===== config.mk =====
export PLATFORM = sky130hd
export DESIGN_NAME = am_handler_dispatch
export DESIGN_NICKNAME = d
export VERILOG_FILES = /design/src/rtl/am_handler_dispatch.sv
export SDC_FILE = /design/constraint.sdc
export NUM_CORES = 1
export LEC_CHECK = 0
export BUFFER_PORTS_ARGS = -buffer_cell sky130_fd_sc_hd__buf_2
export CAP_MARGIN = 15
export CORE_ASPECT_RATIO = 1.25
export CORE_MARGIN = 2
export CORE_UTILIZATION = 40
export DETAILED_ROUTE_END_ITERATION = 6
export PLACE_DENSITY = 0.75
export SLEW_MARGIN = 20
export SYNTH_ARGS = -nofsm -noshare
export SYNTH_HDL_FRONTEND = slang
export SYNTH_SLANG_ARGS = --single-unit
export TNS_END_PERCENT = 20

===== constraint.sdc =====
create_clock -name clock -period 4.65 [get_ports clock]
set_input_delay 0 -clock clock [delete_from_list [all_inputs] [get_ports clock]]
set_output_delay 0 -clock clock [all_outputs]
set_load 0.05 [all_outputs]

===== src/rtl/am_handler_dispatch.sv =====
// Active Message handler dispatcher: decodes the destination kernel from each AM header beat
// and steers the payload beats to one of NUM_KERNELS AXI-Stream channels through one output register.
module am_handler_dispatch #(
   parameter int unsigned NUM_KERNELS = 4,
   parameter int unsigned DATA_WIDTH  = 64,
   parameter int unsigned DEST_LSB    = 24,
   parameter int unsigned HANDLER_LSB = 52,
   parameter int unsigned CNT_WIDTH   = 16
) (
   input  logic                             clock,
   input  logic                             reset_n,
   input  logic [15:0]                      address_offset,
   input  logic [DATA_WIDTH-1:0]            s_axis_tdata,
   input  logic                             s_axis_tlast,
   input  logic                             s_axis_tvalid,
   output logic                             s_axis_tready,
   output logic [DATA_WIDTH-1:0]            m_axis_tdata,
   output logic                             m_axis_tlast,
   output logic [3:0]                       m_axis_handler,
   output logic [NUM_KERNELS-1:0]           m_axis_tvalid,
   input  logic [NUM_KERNELS-1:0]           m_axis_tready,
   output logic [CNT_WIDTH-1:0]             drop_count,
   output logic [NUM_KERNELS*CNT_WIDTH-1:0] pkt_count,
   output logic                             busy
);

   localparam int unsigned SEL_W = (NUM_KERNELS > 1) ? $clog2(NUM_KERNELS) : 1;

   typedef enum logic [1:0] {
      ST_HEADER,
      ST_FORWARD,
      ST_DROP
   } state_t;

   state_t                  state;
   state_t                  state_next;
   logic                    in_ready;
   logic                    accept;
   logic                    hdr_accept;
   logic                    load;
   logic                    drain;
   logic [15:0]             dest;
   logic                    dest_ok;
   logic [SEL_W-1:0]        sel;
   logic [3:0]              handler;
   logic                    out_valid;
   logic [SEL_W-1:0]        out_sel;
   logic [DATA_WIDTH-1:0]   out_data;
   logic                    out_last;
   logic [3:0]              out_handler;
   logic [CNT_WIDTH-1:0]    drop_cnt;
   logic [CNT_WIDTH-1:0]    pkt_cnt [NUM_KERNELS];

   // Modulo-2^16 subtraction: destinations below the offset wrap to large values and are rejected.
   assign dest       = s_axis_tdata[DEST_LSB +: 16] - address_offset;
   assign dest_ok    = (32'(dest) < 32'(NUM_KERNELS));
   assign drain      = out_valid & m_axis_tready[out_sel];
   assign accept     = s_axis_tvalid & in_ready;
   assign hdr_accept = accept & (state == ST_HEADER);
   assign load       = accept & (state == ST_FORWARD);

   always_comb begin
      state_next = state;
      in_ready   = 1'b1;
      case (state)
         ST_HEADER: begin
            if (s_axis_tvalid && !s_axis_tlast) begin
               state_next = dest_ok ? ST_FORWARD : ST_DROP;
            end
         end
         ST_FORWARD: begin
            in_ready = ~out_valid | m_axis_tready[out_sel];
            if (accept && s_axis_tlast) begin
               state_next = ST_HEADER;
            end
         end
         ST_DROP: begin
            if (s_axis_tvalid && s_axis_tlast) begin
               state_next = ST_HEADER;
            end
         end
         default: state_next = ST_HEADER;
      endcase
   end

   always_ff @(posedge clock) begin
      if (!reset_n) begin
         state <= ST_HEADER;
      end else begin
         state <= state_next;
      end
   end

   always_ff @(posedge clock) begin
      if (!reset_n) begin
         sel         <= '0;
         handler     <= '0;
         out_valid   <= 1'b0;
         out_sel     <= '0;
         out_data    <= '0;
         out_last    <= 1'b0;
         out_handler <= '0;
         drop_cnt    <= '0;
         for (int unsigned i = 0; i < NUM_KERNELS; i++) begin
            pkt_cnt[i] <= '0;
         end
      end else begin
         if (hdr_accept && dest_ok && !s_axis_tlast) begin
            sel     <= dest[SEL_W-1:0];
            handler <= s_axis_tdata[HANDLER_LSB +: 4];
         end
         if (hdr_accept && !dest_ok && (drop_cnt != '1)) begin
            drop_cnt <= drop_cnt + CNT_WIDTH'(1);
         end
         // Select and handler ride along with each beat, so the next header may be decoded early.
         if (load) begin
            out_valid   <= 1'b1;
            out_sel     <= sel;
            out_data    <= s_axis_tdata;
            out_last    <= s_axis_tlast;
            out_handler <= handler;
            if (s_axis_tlast && (pkt_cnt[sel] != '1)) begin
               pkt_cnt[sel] <= pkt_cnt[sel] + CNT_WIDTH'(1);
            end
         end else if (drain) begin
            out_valid <= 1'b0;
         end
      end
   end

   always_comb begin
      m_axis_tvalid = '0;
      pkt_count     = '0;
      for (int unsigned i = 0; i < NUM_KERNELS; i++) begin
         m_axis_tvalid[i]                      = out_valid & (out_sel == SEL_W'(i));
         pkt_count[i*CNT_WIDTH +: CNT_WIDTH]   = pkt_cnt[i];
      end
   end

   assign s_axis_tready  = in_ready;
   assign m_axis_tdata   = out_data;
   assign m_axis_tlast   = out_last;
   assign m_axis_handler = out_handler;
   assign drop_count     = drop_cnt;
   assign busy           = (state != ST_HEADER) | out_valid;

endmodule


# --- Yosys cells after proc, flatten, opt, wreduce, memory -nomap -nowiden ---
# Memories as Yosys holds them, arrays and structs flattened. A register that Yosys moved wholly into a read port is not among the register bits.
# Cells that the tools add are included.
classes:
  add_sub_neg: 3
  mul: 0
  div: 0
  magnitude_cmp: 2
  n_eq_ne: 10
  n_shift: 0
  mux: 20
  bitwise_logic: 11
  reduce_logical: 16
op_table:
  columns: ["operator", "count"]
  rows:
  - ["adder 16 x 1 -> 16 bit (second input constant)", 2]
  - ["!= test 16 bit (second input constant)", 2]
  - ["< comparator 16 x 3 -> 1 bit (second input constant)", 1]
  - ["two-way mux 16 bit", 1]
  - ["OR reduction 16 bit", 1]
  - ["subtractor 16 bit", 1]
  - ["two-way mux 2 bit", 7]
  - ["two-way mux 1 bit", 10]
  - ["bitwise AND 1 bit", 8]
  - ["logical AND 1 bit", 8]
  - ["equality test 2 bit (second input constant)", 3]
  - ["one-hot mux 2 bit (3 select lines)", 1]
  - ["equality test 2 x 1 -> 1 bit (second input constant)", 2]
  - ["zero test 2 bit", 2]
  - ["!= test 2 x 1 -> 1 bit (second input constant)", 2]
  - ["nonzero test 2 bit", 2]
  - ["< comparator 2 x 3 -> 1 bit (second input constant)", 1]
  - ["AND reduction 3 bit", 1]
  - ["binary-select mux 1 bit (select 2 bit)", 1]
  - ["zero test 1 bit", 2]
  - ["!= test 2 bit (second input constant)", 1]
  - ["OR 1 bit", 2]
  - ["inverter 1 bit", 1]
word_totals:
  register_bits: 96
  latchBits: 0
  ramBits: 64
  rom_bits: 0
  input_bits: 88
  out_inout_bits: 155
  n_memories: 1
memory_table:
  columns: ["name", "words", "width", "read_ports", "rd_clocked_by_memory_dff", "wr", "line_no", "rtl"]
  rows:
  - ["pkt_cnt", 4, 16, 5, 1, 4, "52", "logic [CNT_WIDTH-1:0] pkt_cnt [NUM_KERNELS];"]

# --- Logic depth before layout (Yosys ltp) ---
# Gate-level depths: netlist (run 1).
depth:
  ltp_word: 11
  mapped_depth: 13

# --- Worst setup path after synthesis (run 1) ---
# Ideal clock, no wire load.
synth_path:
  path_type: "reg2reg"
  startpoint: "memory pkt_cnt[3][0]"
  endpoint: "memory pkt_cnt[2][0], enable pin"
  setup_time_ns: 0.372
  arrival_ns: 3.194
  t_required_ns: 4.278
  path_slack_ns: 1.085
  path_stages_with_launch: 12
  n_path_buf: 3
  period_less_slack_ns: 3.565
  cell_sequence: "edfxtp_1 -> mux4_2 -> ha_1 -> nand3_1 -> nor3_1 -> a21o_1 -> or2_1 -> buf_6 -> or3b_1 -> buf_6 -> buf_8 -> nand2_1"
synth_lines:
  columns: ["item", "line_no"]
  rows:
  - ["start, declared", "52"]

==> results of run 1 <==
[flip-flops by register name, summed over array words and instances, names as in the netlist, named ones only]
register,cells
m_axis_tdata,64
pkt_cnt,64
drop_count,16
handler,4
m_axis_handler,4
out_sel,2
sel,2
state,2
m_axis_tlast,1
out_valid,1
[metrics by stage]
stage | utilization | instances
after floorplan | - | 820
after global placement | 0.479 | 1254
after detailed placement | 0.479 | 1254
after CTS | 0.545 | 1354
after global routing | 0.545 | 1354
final | 0.545 | 1354
[power by group through the flow]
stage | Combinational (mW) | Clock (mW) | Sequential, mW
after floorplan | 0.157 | 0 | 1.61
after global placement | 0.337 | 0 | 1.54
after detailed placement | 0.340 | 0 | 1.54
after CTS | 0.386 | 1.38 | 1.51
after global routing | 0.422 | 1.44 | 1.51
final | 0.393 | 1.36 | 1.51
[cell type report]
cell class,count,area [um2],share of cell area
multi-input cells,582,3470,0.338
clock buffers,18,429,0.0418
flip-flops and latches,162,3880,0.378
repair buffers,321,1970,0.192
inverters,25,93.8,0.00913
well taps,232,290,0.0282
clock inverters,14,134,0.0130
[cells in the final DEF, fill, tap and decap left out, drive strengths merged, types with 4 or more instances in the layout]
| master | Yosys | routed |
|---|---|---|
| buf | 16 | 253 |
| nand2 | 182 | 182 |
| dfxtp | 98 | 98 |
| a21oi | 96 | 96 |
| nor2 | 79 | 79 |
| dlygate4sd3 | 0 | 68 |
| edfxtp | 64 | 64 |
| inv | 25 | 28 |
| clkbuf | 35 | 18 |
| nand2b | 17 | 17 |
| ha | 17 | 17 |
| mux4 | 17 | 17 |
| nand3 | 15 | 15 |
| o21ai | 14 | 14 |
| xnor2 | 13 | 13 |
| and3 | 13 | 13 |
| or3 | 11 | 11 |
| mux2i | 11 | 11 |
| o31ai | 10 | 10 |
| o211ai | 9 | 9 |
| nand4 | 8 | 8 |
| nor2b | 6 | 6 |
| clkinv | 0 | 6 |
| a21o | 5 | 5 |
| and2 | 5 | 5 |
| nor3b | 4 | 4 |
| or4 | 4 | 4 |
| or3b | 4 | 4 |
[metal layers]
metal | share of wire | global-route usage | vias up
met5 | 0 | 0 | -
met4 | 0.024 | 0.0754 | 0
met3 | 0.087 | 0.0675 | 48
met2 | 0.50 | 0.396 | 391
met1 | 0.39 | 0.265 | 3536
li1 | - | - | 3451
[how the worst max path moves through the flow]
stage                        from  slack, ns  depth (start not counted)            end
floorplan           pkt_cnt[3][0]       1.08                         11  pkt_cnt[2][0]
global placement        flip-flop       0.66                          9  pkt_cnt[0][0]
detailed placement      flip-flop       0.57                          9  pkt_cnt[0][2]
CTS                     flip-flop       0.56                          9  pkt_cnt[0][5]
global route            flip-flop       0.32                         10  pkt_cnt[0][2]
finish                  flip-flop       0.53                         10  pkt_cnt[0][5]
[cells by family (layout without fill, tap and decap cells)]
kind of cell | Yosys count | in the layout | synth area share
AND/OR/NAND/NOR | 361 | 361 | 0.212
multiplexers | 28 | 28 | 0.0645
buffers and inverters | 76 | 378 | 0.0469
AO/OA/AOI/OAI | 159 | 159 | 0.124
XOR/XNOR | 16 | 16 | 0.0182
adder cells (fa/ha/maj) | 18 | 18 | 0.0302
flip-flops | 162 | 162 | 0.504
[critical path: stages (launching register included)]
cell and delay [ns]:
dfxtp_1 0.72, buf_4 0.27, mux4_2 0.55, nand3_1 0.16, nand3b_1 0.15, nor3_1 0.11
a21o_1 0.23, or2_1 0.45, or3_1 0.39, buf_4 0.20, nand2_1 0.51
[what timing repair did]
item / CTS / global route
hold endpoints to repair: 72 / 0
setup buffers: 0 / 0
resized for setup: 0 / 0
hold buffers: 68 / 0
==> impl_metrics.py, run 1 <==
metrics = {
    "run_status": {
        "status": "completed",
    },
    "finish": {
        "layout-drive-gt1-share": 0.275,
        "fin_area_um2": 10300,
        "synthToLayoutAreaGrowth_pct": 33.4,
        "fillers": 1611,
        "num-nets-final": 1215,
        "diodes": 0,
    },
    "sta": {
        "setup_tns_ns": 0,
        "tightestPinTransition_ns": 0.964,
        "finClkSkew_ns": 0.0102,
        "finalMaxSlewViolations": 0,
        "rsz0062_at_grt": "no",
        "finalCritPeriodShare": 0.885,
        "fin_ws_ns": 0.535,
        "slew-limit-headroom": 0.358,
        "finalSetupViolCount": 0,
        "fin_hold_ws_ns": 0.132,
        "hold_viol_final": 0,
        "fmax_ghz": 0.243,
        "fin_crit_ns": 4.12,
    },
    "hold_path": {
        "holdCritPathClass": "primary input to flip-flop",
        "whs_endpoint": "sel[0]",
        "holdCritStartpoint": "address_offset[0]",
        "holdPathStages": 4,
    },
    "synthesis": {
        "yosysSeqAreaShare": 0.504,
        "yosysUniqueCellTypes": 63,
        "ys_warn_count": 0,
        "yosysMostFrequentCell": "nand2_1",
        "syn_inst": 820,
        "syn-num-nets": 926,
        "synth_edf_count": 64,
        "async_flop_share": 0,
        "synthTopCellsByArea": "dfxtp_1, edfxtp_1, nand2_1",
        "ys.flop_type": "dfxtp_1",
        "synth_top_area_share": 0.255,
        "syn_area_um2": 7700,
        "avgSynthCellArea_um2": 9.39,
        "yosys-top-cells-count": "nand2_1, dfxtp_1, a21oi_1",
        "ys_seq_elements": 162,
        "synth_top_area_cell": "dfxtp_1",
    },
    "power": {
        "p_leak_nw": 4.37,
        "p_int_mw": 2.43,
        "pwr-share-seq": 0.463,
        "power_frac_clock": 0.416,
        "switchingPower_mw": 0.833,
        "power_density_nw_per_um2": 318,
        "p_total_mw": 3.26,
        "power_frac_comb": 0.120,
        "netSwitchingFraction": 0.255,
        "peakVddDrop_uv": 206,
    },
    "drt": {
        "wl_per_cell_um": 17.4,
        "drc": 0,
        "wl_mm": 23.6,
        "drt_iter0_drc": 517,
        "num_vias": 7426,
        "antenna_left": 0,
        "viasPerCell": 5.48,
        "drt_pass1_iterations": 5,
    },
    "floorplanning": {
        "initial_utilization": 0.409,
        "die_area_um2": 20400,
        "core_um2": 18800,
        "dieWidth_um": 128,
        "io_pins": 243,
        "die_h_um": 159,
        "num_rows": 56,
    },
    "global_routing": {
        "grt_overflow": 0,
        "grt_pass1_vias": 7109,
        "grt_pass1_wl_mm": 36.6,
        "grt_max_degree": 81,
        "antenna_found_initial": 0,
        "grtUsageTotal": 0.227,
    },
    "clock_network": {
        "tritoncts": "done",
        "cts_root_buf": "clkbuf_16",
        "cts_buffers": 17,
        "clk_path_buf_depth": 2,
        "cts.sinks": 162,
        "htreeDepth": 4,
        "path_clk_slew_ns": 0.06,
        "clk_latency_ns": 0.42,
    },
    "worst_setup_path": {
        "timing.rr.end": "pkt_cnt[0][5]",
        "start_kind": "flip-flop",
        "required_ns": 4.70,
        "end_kind": "flip-flop",
        "worstRegToRegCells": 10,
        "arrival_ns": 4.16,
        "worstSetupPathType": "flip-flop to flip-flop",
        "critPathMaxFanout": 18,
        "rrSetupSlack_ns": 0.53,
    },
    "placed_design": {
        "gp_congestion": 0.947,
        "post-place-ws_ns": 0.567,
        "dp_hpwl_mm": 16.4,
        "io_buffers": 242,
        "postPlaceCellArea_um2": 9030,
    },
    "run": {
        "maxCapViolCount": 0,
    },
}
Note: power is estimated with default switching activity, not from simulation.
==> run 2: changes to the inputs <==
--- a/config.mk
+++ b/config.mk
@@ -8,10 +8,10 @@
 export BUFFER_PORTS_ARGS = -buffer_cell sky130_fd_sc_hd__buf_2
 export CAP_MARGIN = 15
 export CORE_ASPECT_RATIO = 1.25
-export CORE_MARGIN = 2
+export CORE_MARGIN = 10
 export CORE_UTILIZATION = 40
 export DETAILED_ROUTE_END_ITERATION = 6
-export PLACE_DENSITY = 0.75
+export PLACE_DENSITY = 0.68
 export SLEW_MARGIN = 20
 export SYNTH_ARGS = -nofsm -noshare
 export SYNTH_HDL_FRONTEND = slang
==> run 2 against run 1 <==
Non-clock buffer count did not move. Final cell count rose by 0.22%. Combinational power barely moved. Critical path type unchanged. Via count fell by 3.9%. Clock power rose by 4%. Hold slack got worse by 0.038 ns. Sequential cell count did not move. Utilization rose by 0.20 points. Largest cell class unchanged. Clock-buffer cell count rose by 1.
==> impl_metrics.py, run 2 (same netlist as run 1, synthesis figures left out) <==
metrics = {
    "finish": {
        "stdcell_count": 1357,
        "layout-drive-gt1-share": 0.275,
        "final_common_cell": "buf_2",
        "fillers": 1674,
        "num-nets-final": 1215,
        "synthToLayoutAreaGrowth_pct": 33.9,
        "final_cell_mix": "buf_2, nand2_1, dfxtp_1",
    },
    "clock_network": {
        "cts.sinks": 162,
        "htreeDepth": 4,
        "path_clk_slew_ns": 0.06,
        "tritoncts": "done",
        "cts_buffers": 17,
        "cts_root_buf": "clkbuf_16",
        "clk_path_buf_depth": 2,
        "clk_latency_ns": 0.42,
        "ctsResizeCount": 0,
    },
    "global_routing": {
        "grt_overflow": 0,
        "grt_max_degree": 81,
        "grt_pass1_wl_mm": 38.4,
        "grt_pass1_vias": 7035,
        "grtUsageTotal": 0.191,
        "antenna_found_initial": 4,
    },
    "drt": {
        "wl_mm": 24.4,
        "drc": 0,
        "num_vias": 7139,
        "viasPerCell": 5.26,
        "drt_iter0_drc": 428,
        "drt_pass1_iterations": 5,
        "antenna_left": 0,
        "wl_per_cell_um": 18.0,
    },
    "sta": {
        "finClkSkew_ns": 0.0132,
        "tightestPinTransition_ns": 0.906,
        "fin_crit_ns": 4.05,
        "setup_tns_ns": 0,
        "fmax_ghz": 0.247,
        "finalMaxSlewViolations": 0,
        "slew-limit-headroom": 0.396,
        "finalSetupViolCount": 0,
        "finalCritPeriodShare": 0.871,
        "rsz0062_at_grt": "no",
        "hold_viol_final": 0,
    },
    "power": {
        "p_leak_nw": 4.39,
        "netSwitchingFraction": 0.250,
        "power_density_nw_per_um2": 322,
        "pwr-share-seq": 0.455,
        "p_int_mw": 2.49,
        "power_frac_clock": 0.428,
        "switchingPower_mw": 0.831,
        "peakVddDrop_uv": 253,
        "power_frac_comb": 0.117,
    },
    "floorplanning": {
        "num_rows": 56,
        "dieWidth_um": 144,
        "die_area_um2": 25200,
        "io_pins": 243,
        "die_h_um": 175,
        "core_um2": 18800,
        "initial_utilization": 0.409,
    },
    "worst_setup_path": {
        "crit_path_cell_trace": "buf_4 > mux4_2 > and2_4 > and3_4 > and3_4 > a21o_1 > or2_1 > or3_1 > nand2_1",
        "slowest_delay_ns": 0.68,
        "worstSetupPathType": "flip-flop to flip-flop",
        "worstRegToRegCells": 9,
        "crit_path_top_delay_cell": "dfxtp_1",
        "start_kind": "flip-flop",
        "critPathMaxFanout": 18,
        "arrival_ns": 4.10,
        "crit_path_frequent_cell": "and3_4",
        "required_ns": 4.70,
        "end_kind": "flip-flop",
    },
    "placed_design": {
        "dp_hpwl_mm": 17.8,
        "dp.cells": 1254,
        "io_buffers": 242,
        "gp_congestion": 0.942,
    },
    "hold_path": {
        "holdCritPathClass": "primary input to flip-flop",
        "holdPathStages": 4,
    },
    "run_status": {
        "status": "completed",
    },
    "run": {
        "maxCapViolCount": 0,
    },
}
==> run 2: cell count changes in the layout (fill, tap and decap cells not counted), sizes merged <==
cell	before	now
diode	0	3
inv	28	26
bufinv	2	3
clkbuf	18	19
clkinvlp	3	0
clkinv	6	9
==> run 2: worst max-delay path, delay by kind of cell, from the launching register on <==
family,cells,cell delay [ns]
and+or+nand+nor,6,2.04
muxes,1,0.53
DFF,1,0.68
AOI/OAI and AO/OA,1,0.18
buffers and inverters,1,0.25
==> run 2: worst paths after layout <==
| check | endpoint | startpoint | slack, ns |
|---|---|---|---|
| min | sel[0] | address_offset[0] | 0.09 |
| max | pkt_cnt[0][15] | flip-flop | 0.60 |
| max reg2reg | pkt_cnt[0][15] | flip-flop | 0.60 |
| min reg2reg | m_axis_tdata[11] | m_axis_tdata[11] | 0.45 |
==> run 2: timing repair <==
action	4_1_cts	5_1_grt
setup buffers	0	0
hold endpoints to repair	72	0
hold buffers	68	0
==> run 2: stage by stage <==
step | setup WS (ns) | util | hold WS (ns) | total power, mW | area (um2)
final | 0.599 | 0.547 | 0.0940 | 3.32 | 10300
after global routing | 0.381 | 0.547 | 0.0884 | 3.44 | 10300
after CTS | 0.600 | 0.547 | 0.0555 | 3.35 | 10300
after detailed placement | 0.627 | 0.479 | 0.245 | 1.88 | 9030
after global placement | 0.746 | 0.479 | 0.239 | 1.88 | 9030
after floorplan | 1.08 | - | 0.136 | 1.77 | 7700
==> run 2: final cells by class <==
class                           count  area, um2  share of cell area
Antenna cell                        3       7.51            0.000728
Clock buffer                       19        433              0.0420
Clock inverter                     13        160              0.0155
Inverter                           25       93.8             0.00910
Multi-Input combinational cell    582       3470               0.337
Sequential cell                   162       3880               0.377
Tap cell                          232        290              0.0281
Timing Repair Buffer              321       1970               0.191
==> run 2: power by group through the flow <==
stage               clock (mW)  combinational [mW]  sequential (mW)
detailed placement           0               0.340             1.54
floorplan                    0               0.157             1.61
global route              1.51               0.421             1.51
finish                    1.42               0.390             1.51
CTS                       1.45               0.387             1.51
global placement             0               0.338             1.54
==> run 2: routing by layer <==
| layer | wire [um] | global-route usage | up-vias |
|---|---|---|---|
| met5 | 9 | 0 | - |
| met4 | 412 | 0.0541 | 2 |
| met3 | 2700 | 0.0830 | 35 |
| met2 | 11500 | 0.305 | 296 |
| met1 | 9750 | 0.228 | 3345 |
| li1 | - | - | 3461 |
